===== src/rtl/row_prog_loader.sv =====
// Byte-serial program loader for a four-core row: assembles an image in a shadow buffer,
// commits it atomically and then holds the cores in reset. Optional checksum: LOADER_CHECKSUM_EN.
module row_prog_loader #(
  parameter logic [7:0]  SYNC_BYTE  = 8'hA5,
  parameter int unsigned RST_CYCLES = 4,
  parameter int unsigned TIMEOUT    = 1024
) (
  input  logic        clk,
  input  logic        rst,
  input  logic        in_valid,
  input  logic [7:0]  in_data,
  output logic        in_ready,
  output logic [3:0]  pLength [0:3],
  output logic [15:0] prog [0:59],
  output logic        core_rst,
  output logic        loaded,
  output logic        frame_ok,
  output logic        frame_err
);

`ifdef LOADER_CHECKSUM_EN
  typedef enum logic [2:0] {
    S_IDLE, S_LEN, S_INSTR_HI, S_INSTR_LO, S_CSUM, S_COMMIT, S_ABORT
  } state_t;
`else
  typedef enum logic [2:0] {
    S_IDLE, S_LEN, S_INSTR_HI, S_INSTR_LO, S_COMMIT, S_ABORT
  } state_t;
`endif

  state_t      r_state;
  state_t      w_next_state;
  logic        r_in_ready;
  logic        r_frame_ok;
  logic        r_frame_err;
  logic        w_ready_next;
  logic        w_ok_next;
  logic        w_err_next;

  logic [3:0]  r_sh_len [0:3];
  logic [15:0] r_sh_prog [0:59];
  logic [1:0]  r_len_idx;
  logic [5:0]  r_word_idx;
  logic [3:0]  r_plen [0:3];
  logic [15:0] r_prog [0:59];
  logic        r_loaded;
  logic        r_core_rst;
  logic [7:0]  r_rst_cnt;
  logic [15:0] r_to_cnt;

  logic        w_accept;
  logic        w_in_frame;
  logic        w_timeout;
  logic        w_is_sync;
  logic        w_len_bad;

  assign w_accept  = in_valid && r_in_ready;
  assign w_is_sync = (in_data == SYNC_BYTE);
  assign w_len_bad = (in_data > 8'd15);
`ifdef LOADER_CHECKSUM_EN
  assign w_in_frame = (r_state == S_LEN) || (r_state == S_INSTR_HI) ||
                      (r_state == S_INSTR_LO) || (r_state == S_CSUM);
`else
  assign w_in_frame = (r_state == S_LEN) || (r_state == S_INSTR_HI) ||
                      (r_state == S_INSTR_LO);
`endif
  // An accepted byte in the timeout cycle wins over the abort.
  assign w_timeout = w_in_frame && !w_accept && (r_to_cnt == 16'(TIMEOUT - 1));

`ifdef LOADER_CHECKSUM_EN
  logic [7:0] r_csum;

  // Running 8-bit sum over length and instruction bytes; the sync byte only clears it.
  always_ff @(posedge clk or negedge rst) begin
    if (!rst) begin
      r_csum <= 8'h00;
    end else if (w_accept && (r_state == S_IDLE) && w_is_sync) begin
      r_csum <= 8'h00;
    end else if (w_accept && ((r_state == S_LEN) || (r_state == S_INSTR_HI) ||
                              (r_state == S_INSTR_LO))) begin
      r_csum <= r_csum + in_data;
    end
  end
`endif

  // State register plus the registered handshake and status pulses.
  always_ff @(posedge clk or negedge rst) begin
    if (!rst) begin
      r_state     <= S_IDLE;
      r_in_ready  <= 1'b0;
      r_frame_ok  <= 1'b0;
      r_frame_err <= 1'b0;
    end else begin
      r_state     <= w_next_state;
      r_in_ready  <= w_ready_next;
      r_frame_ok  <= w_ok_next;
      r_frame_err <= w_err_next;
    end
  end

  // Next-state logic.
  always_comb begin
    w_next_state = r_state;
    case (r_state)
      S_IDLE: begin
        if (w_accept && w_is_sync) w_next_state = S_LEN;
        else                       w_next_state = S_IDLE;
      end
      S_LEN: begin
        if (w_accept) begin
          if (w_len_bad)                w_next_state = S_ABORT;
          else if (r_len_idx == 2'd3)   w_next_state = S_INSTR_HI;
          else                          w_next_state = S_LEN;
        end else if (w_timeout) begin
          w_next_state = S_ABORT;
        end else begin
          w_next_state = S_LEN;
        end
      end
      S_INSTR_HI: begin
        if (w_accept)       w_next_state = S_INSTR_LO;
        else if (w_timeout) w_next_state = S_ABORT;
        else                w_next_state = S_INSTR_HI;
      end
      S_INSTR_LO: begin
        if (w_accept) begin
`ifdef LOADER_CHECKSUM_EN
          if (r_word_idx == 6'd59) w_next_state = S_CSUM;
`else
          if (r_word_idx == 6'd59) w_next_state = S_COMMIT;
`endif
          else                     w_next_state = S_INSTR_HI;
        end else if (w_timeout) begin
          w_next_state = S_ABORT;
        end else begin
          w_next_state = S_INSTR_LO;
        end
      end
`ifdef LOADER_CHECKSUM_EN
      S_CSUM: begin
        if (w_accept) begin
          if (in_data == r_csum) w_next_state = S_COMMIT;
          else                   w_next_state = S_ABORT;
        end else if (w_timeout) begin
          w_next_state = S_ABORT;
        end else begin
          w_next_state = S_CSUM;
        end
      end
`endif
      S_COMMIT: w_next_state = S_IDLE;
      S_ABORT:  w_next_state = S_IDLE;
      default:  w_next_state = S_IDLE;
    endcase
  end

  // Outputs decoded from the next state so they register in step with it.
  always_comb begin
    w_ready_next = 1'b0;
    w_ok_next    = 1'b0;
    w_err_next   = 1'b0;
    case (w_next_state)
      S_COMMIT: w_ok_next    = 1'b1;
      S_ABORT:  w_err_next   = 1'b1;
      default:  w_ready_next = 1'b1;
    endcase
  end

  // Shadow buffer and frame indices.
  always_ff @(posedge clk or negedge rst) begin
    if (!rst) begin
      for (int i = 0; i < 4; i++)  r_sh_len[i]  <= 4'h0;
      for (int i = 0; i < 60; i++) r_sh_prog[i] <= 16'h0000;
      r_len_idx  <= 2'd0;
      r_word_idx <= 6'd0;
    end else if (w_accept) begin
      case (r_state)
        S_IDLE: begin
          if (w_is_sync) begin
            r_len_idx  <= 2'd0;
            r_word_idx <= 6'd0;
          end
        end
        S_LEN: begin
          if (!w_len_bad) begin
            r_sh_len[r_len_idx] <= in_data[3:0];
            r_len_idx           <= r_len_idx + 2'd1;
          end
        end
        S_INSTR_HI: r_sh_prog[r_word_idx][15:8] <= in_data;
        S_INSTR_LO: begin
          r_sh_prog[r_word_idx][7:0] <= in_data;
          r_word_idx                 <= r_word_idx + 6'd1;
        end
        default: ;
      endcase
    end
  end

  // Committed image, loaded flag and core reset counter.
  always_ff @(posedge clk or negedge rst) begin
    if (!rst) begin
      for (int i = 0; i < 4; i++)  r_plen[i] <= 4'h0;
      for (int i = 0; i < 60; i++) r_prog[i] <= 16'h0000;
      r_loaded   <= 1'b0;
      r_core_rst <= 1'b1;
      r_rst_cnt  <= 8'd0;
    end else if (r_state == S_COMMIT) begin
      r_plen     <= r_sh_len;
      r_prog     <= r_sh_prog;
      r_loaded   <= 1'b1;
      r_core_rst <= 1'b1;
      r_rst_cnt  <= 8'(RST_CYCLES);
    end else if (r_rst_cnt != 8'd0) begin
      r_rst_cnt <= r_rst_cnt - 8'd1;
      if (r_rst_cnt == 8'd1) r_core_rst <= 1'b0;
    end
  end

  // Inter-byte timeout counter, active only while inside a frame.
  always_ff @(posedge clk or negedge rst) begin
    if (!rst) begin
      r_to_cnt <= 16'd0;
    end else if (w_accept || !w_in_frame) begin
      r_to_cnt <= 16'd0;
    end else begin
      r_to_cnt <= r_to_cnt + 16'd1;
    end
  end

  assign in_ready  = r_in_ready;
  assign frame_ok  = r_frame_ok;
  assign frame_err = r_frame_err;
  assign pLength   = r_plen;
  assign prog      = r_prog;
  assign core_rst  = r_core_rst;
  assign loaded    = r_loaded;

endmodule


===== config.mk =====
export PLATFORM = sky130hd
export DESIGN_NAME = row_prog_loader
export DESIGN_NICKNAME = d
export VERILOG_FILES = /design/src/rtl/row_prog_loader.sv
export SDC_FILE = /design/constraint.sdc
export NUM_CORES = 2
export LEC_CHECK = 0
export CORE_MARGIN = 8
export CORE_UTILIZATION = 40
export CTS_CLUSTER_SIZE = 8
export DETAILED_ROUTE_END_ITERATION = 6
export PLACE_DENSITY_LB_ADDON = 0.15
export REMOVE_ABC_BUFFERS = 1
export SYNTH_ARGS = -nofsm -noshare
export SYNTH_HDL_FRONTEND = slang
export SYNTH_SLANG_ARGS = --single-unit
export TNS_END_PERCENT = 50

===== constraint.sdc =====
create_clock -name clk -period 2.6 [get_ports clk]
set_clock_uncertainty 0.05 [all_clocks]
set_input_delay 0.52 -clock clk [delete_from_list [all_inputs] [get_ports clk]]
set_output_delay 0.52 -clock clk [all_outputs]
set_load 0.005 [all_outputs]

==> metrics <==
Final GP Congestion=0.790; CTS tree=built; RSZ-0062 raised after global routing=no; Post-Synth XOR/XNOR Area=0.00221; total chip power=75.3 mW; Starting Density=0.401; Clk pwr share=0.440; worst reg2reg path startpoint=r_word_idx[2]; Top Usage Layer GRT=met2; hpwl dp=157000 um; number of global-route vias before repair=46800; fraction of layout cells with a size suffix above 1=0.453; sequential share of the synthesized area=0.663; met3 usage=0.0491; CTS Sinks=1992; top-count cell post-synth=dfrtp_1; clk_lat worst skew=0.91 ns; Clock Path Buffers=4; number of max-cap violations=0; TritonCTS buffer count=299; final hold vios=0; worst hold slack=0.112 ns; num rows=159; P_leak=48.1 nW; mux cell area share after synthesis=0.292; launch point of the worst path=r_word_idx[2]; Overflow after GRT=0; DRC violations left=0; Max Clk Rate=399 MHz; Die Y=450 um; H-tree Lvls=5; Post-synth ARST share=1.00; largest family of logic cells by synthesized area=multiplexers; drt pass-1 iters=5; area added between synthesis and finish=31.3%; initial antenna violation count=9; status=completed; fin. max-slew vios=0; Port-buffer cells=991; Synth top cells by count=1991 x dfrtp_1, 1947 x mux2_2, 128 x clkbuf_1; Post-synth EDFFs=0; Core Box Area=187000 um^2; Reg clk slew, reported paths=0.05 ns; switch share=0.246; syn_area_per_cell=16.6 um^2; Synth cell types=58; critical path required time=3.32 ns; wire per inst=27.8 um; Worst-Margin Slew=0.982 ns; cell-internal power=56.8 mW; post-synth top area cell=dfrtp_1; met2 GRT Util=0.388; worst hold path type=in -> reg; instance count of the mapped netlist=4531; Gate power share=0.125; routed wire length=232000 um; Compound-Gate Fraction of Synth Area=0.00269; CTS Root Cell=clkbuf_16; Psw=18.5 mW; number of vias per cell=5.16; die area=202000 um^2; dpl cells=8040; CP Launch Type=register; Final Non-Filler Cells=8369; Post-Synth Adder-Cell Area=0.00133; final setup fails=0; crit end category=register; # IOs=992; sequential share of power=0.435; Pwr Density=762 nW/um^2; nets@finish=5866; Top FF cell, synth=dfrtp_1; Max rail drop VDD=0.000499 V; first-pass GRT wire length=340000 um; startpoint of the worst hold path=in_data[3]; yosys synthesis warning count=0; Yosys top cell area share=0.662; via count=43100; total track usage=0.226; Post-Syn Area=75200 um^2; Slew HR=0.345; Yosys reg bits=1992; largest net degree at the start of global routing=112; Post-Synth Simple-Gate Area=0.0234; CP max FO=10; remaining antenna violation count=0; Die W=450 um; Final period util=0.965; total negative slack=0 ns; WP data arrival=3.23 ns; Area contributors post-synth=dfrtp_1 66%, mux2_2 29%, buf_2 0.79%, clkbuf_1 0.64%, nor3_4 0.48%; critical path class=reg -> reg; GR Layer Usage met1=0.270; Period minus WS final=2.51 ns; detailed router's first-iteration violation count=2149
final cells by class:
| class | instances | area, um^2 |
|---|---|---|
| Tap cell | 2495 | 3120 |
| Timing Repair Buffer | 1269 | 13800 |
| Inverter | 5 | 18.8 |
| Sequential cell | 1992 | 49900 |
| Antenna cell | 8 | 20.0 |
| Clock buffer | 316 | 7680 |
| Fill cell | 15600 | 88600 |
| Clock inverter | 4 | 31.3 |
| Multi-Input combinational cell | 2280 | 24200 |
placed cells by master (no fill, tap or decap), types with 6 or more instances in the layout:
cell and count:
nand2_2 24, clkdlybuf4s50_1 974, clkbuf_16 305, ha_1 8, nand2_1 44, nor3_1 6
nor2_1 47, dfrtp_1 1990, xnor2_1 8, mux2_2 1947, buf_4 136, clkbuf_1 10
nand3_1 15, diode_2 8, buf_6 8, nand4_1 6, o21ai_0 12, nor2_4 9
buf_12 141, xor2_1 11, dlygate4sd2_1 8, nand2b_1 10, nor2_2 43, nor3_4 22
registers in the layout, summed over array words and instances, names as in the netlist:
register,flops
frame_ok,1
r_to_cnt,16
pLength,16
r_state,3
r_rst_cnt,8
frame_err,1
r_sh_len,16
prog,960
loaded,1
r_word_idx,6
r_len_idx,2
r_sh_prog,960
core_rst,1
in_ready,1
power groups by stage:
stage               Clock, mW  Sequential, mW  Combinational [mW]
finish                   33.1            32.7                9.42
floorplan                   0            33.1                2.90
CTS                      34.1            32.7                9.66
global placement            0            33.2                9.56
global route             35.4            32.8                10.1
detailed placement          0            33.2                9.65
routing by layer:
metal | part of all wire | up-vias | wire length [um]
li1 | - | 18500 | -
met1 | 0.39 | 23200 | 91500
met2 | 0.51 | 1022 | 118000
met3 | 0.045 | 413 | 10400
met4 | 0.055 | 0 | 12800
met5 | 0 | - | 0
through the flow:
stage | worst slack [ns] | util | area, um^2
floorplan | -23.01 | - | 74100
CTS | 0.000125 | 0.527 | 98700
detailed placement | -0.217 | 0.486 | 91000
finish | 0.0916 | 0.527 | 98800
global placement | -1.40 | 0.486 | 91000
global route | 0.00211 | 0.527 | 98700
repair_timing:
action                     CTS  global route
hold buffers                 1             0
gates resized for setup     10             2
buffers inserted             0             0
setup endpoints to repair   17             1
hold endpoints to repair   699             0
critical path: stages, from the launching register on:
cell     delay (ns)
dfrtp_1        0.47
or3b_2         0.68
nor2_1         0.58
nand2_2        0.29
mux2_2         0.33
worst paths after layout:
check | endpoint | slack, ns | depth (start not counted)
setup / recovery | r_sh_prog[400] | 0.09 | 4
hold / removal | r_sh_prog[11] | 0.11 | 3
max in group asynchronous | prog[110] | 1.23 | 3
min in group asynchronous | prog[905] | 0.18 | 2
setup reg to reg | r_sh_prog[400] | 0.09 | 4
hold reg to reg | prog[797] | 0.41 | 1
kinds of logic after synthesis:
logic type                 after synthesis
AOI/OAI and AO/OA                       32
DFF                                   1992
muxes                                 1952
adders and majority gates                8
buffers and inverters                  259
xor gates and xnor gates                19
and+or+nand+nor                        269
(Power assumes the default switching activity.)
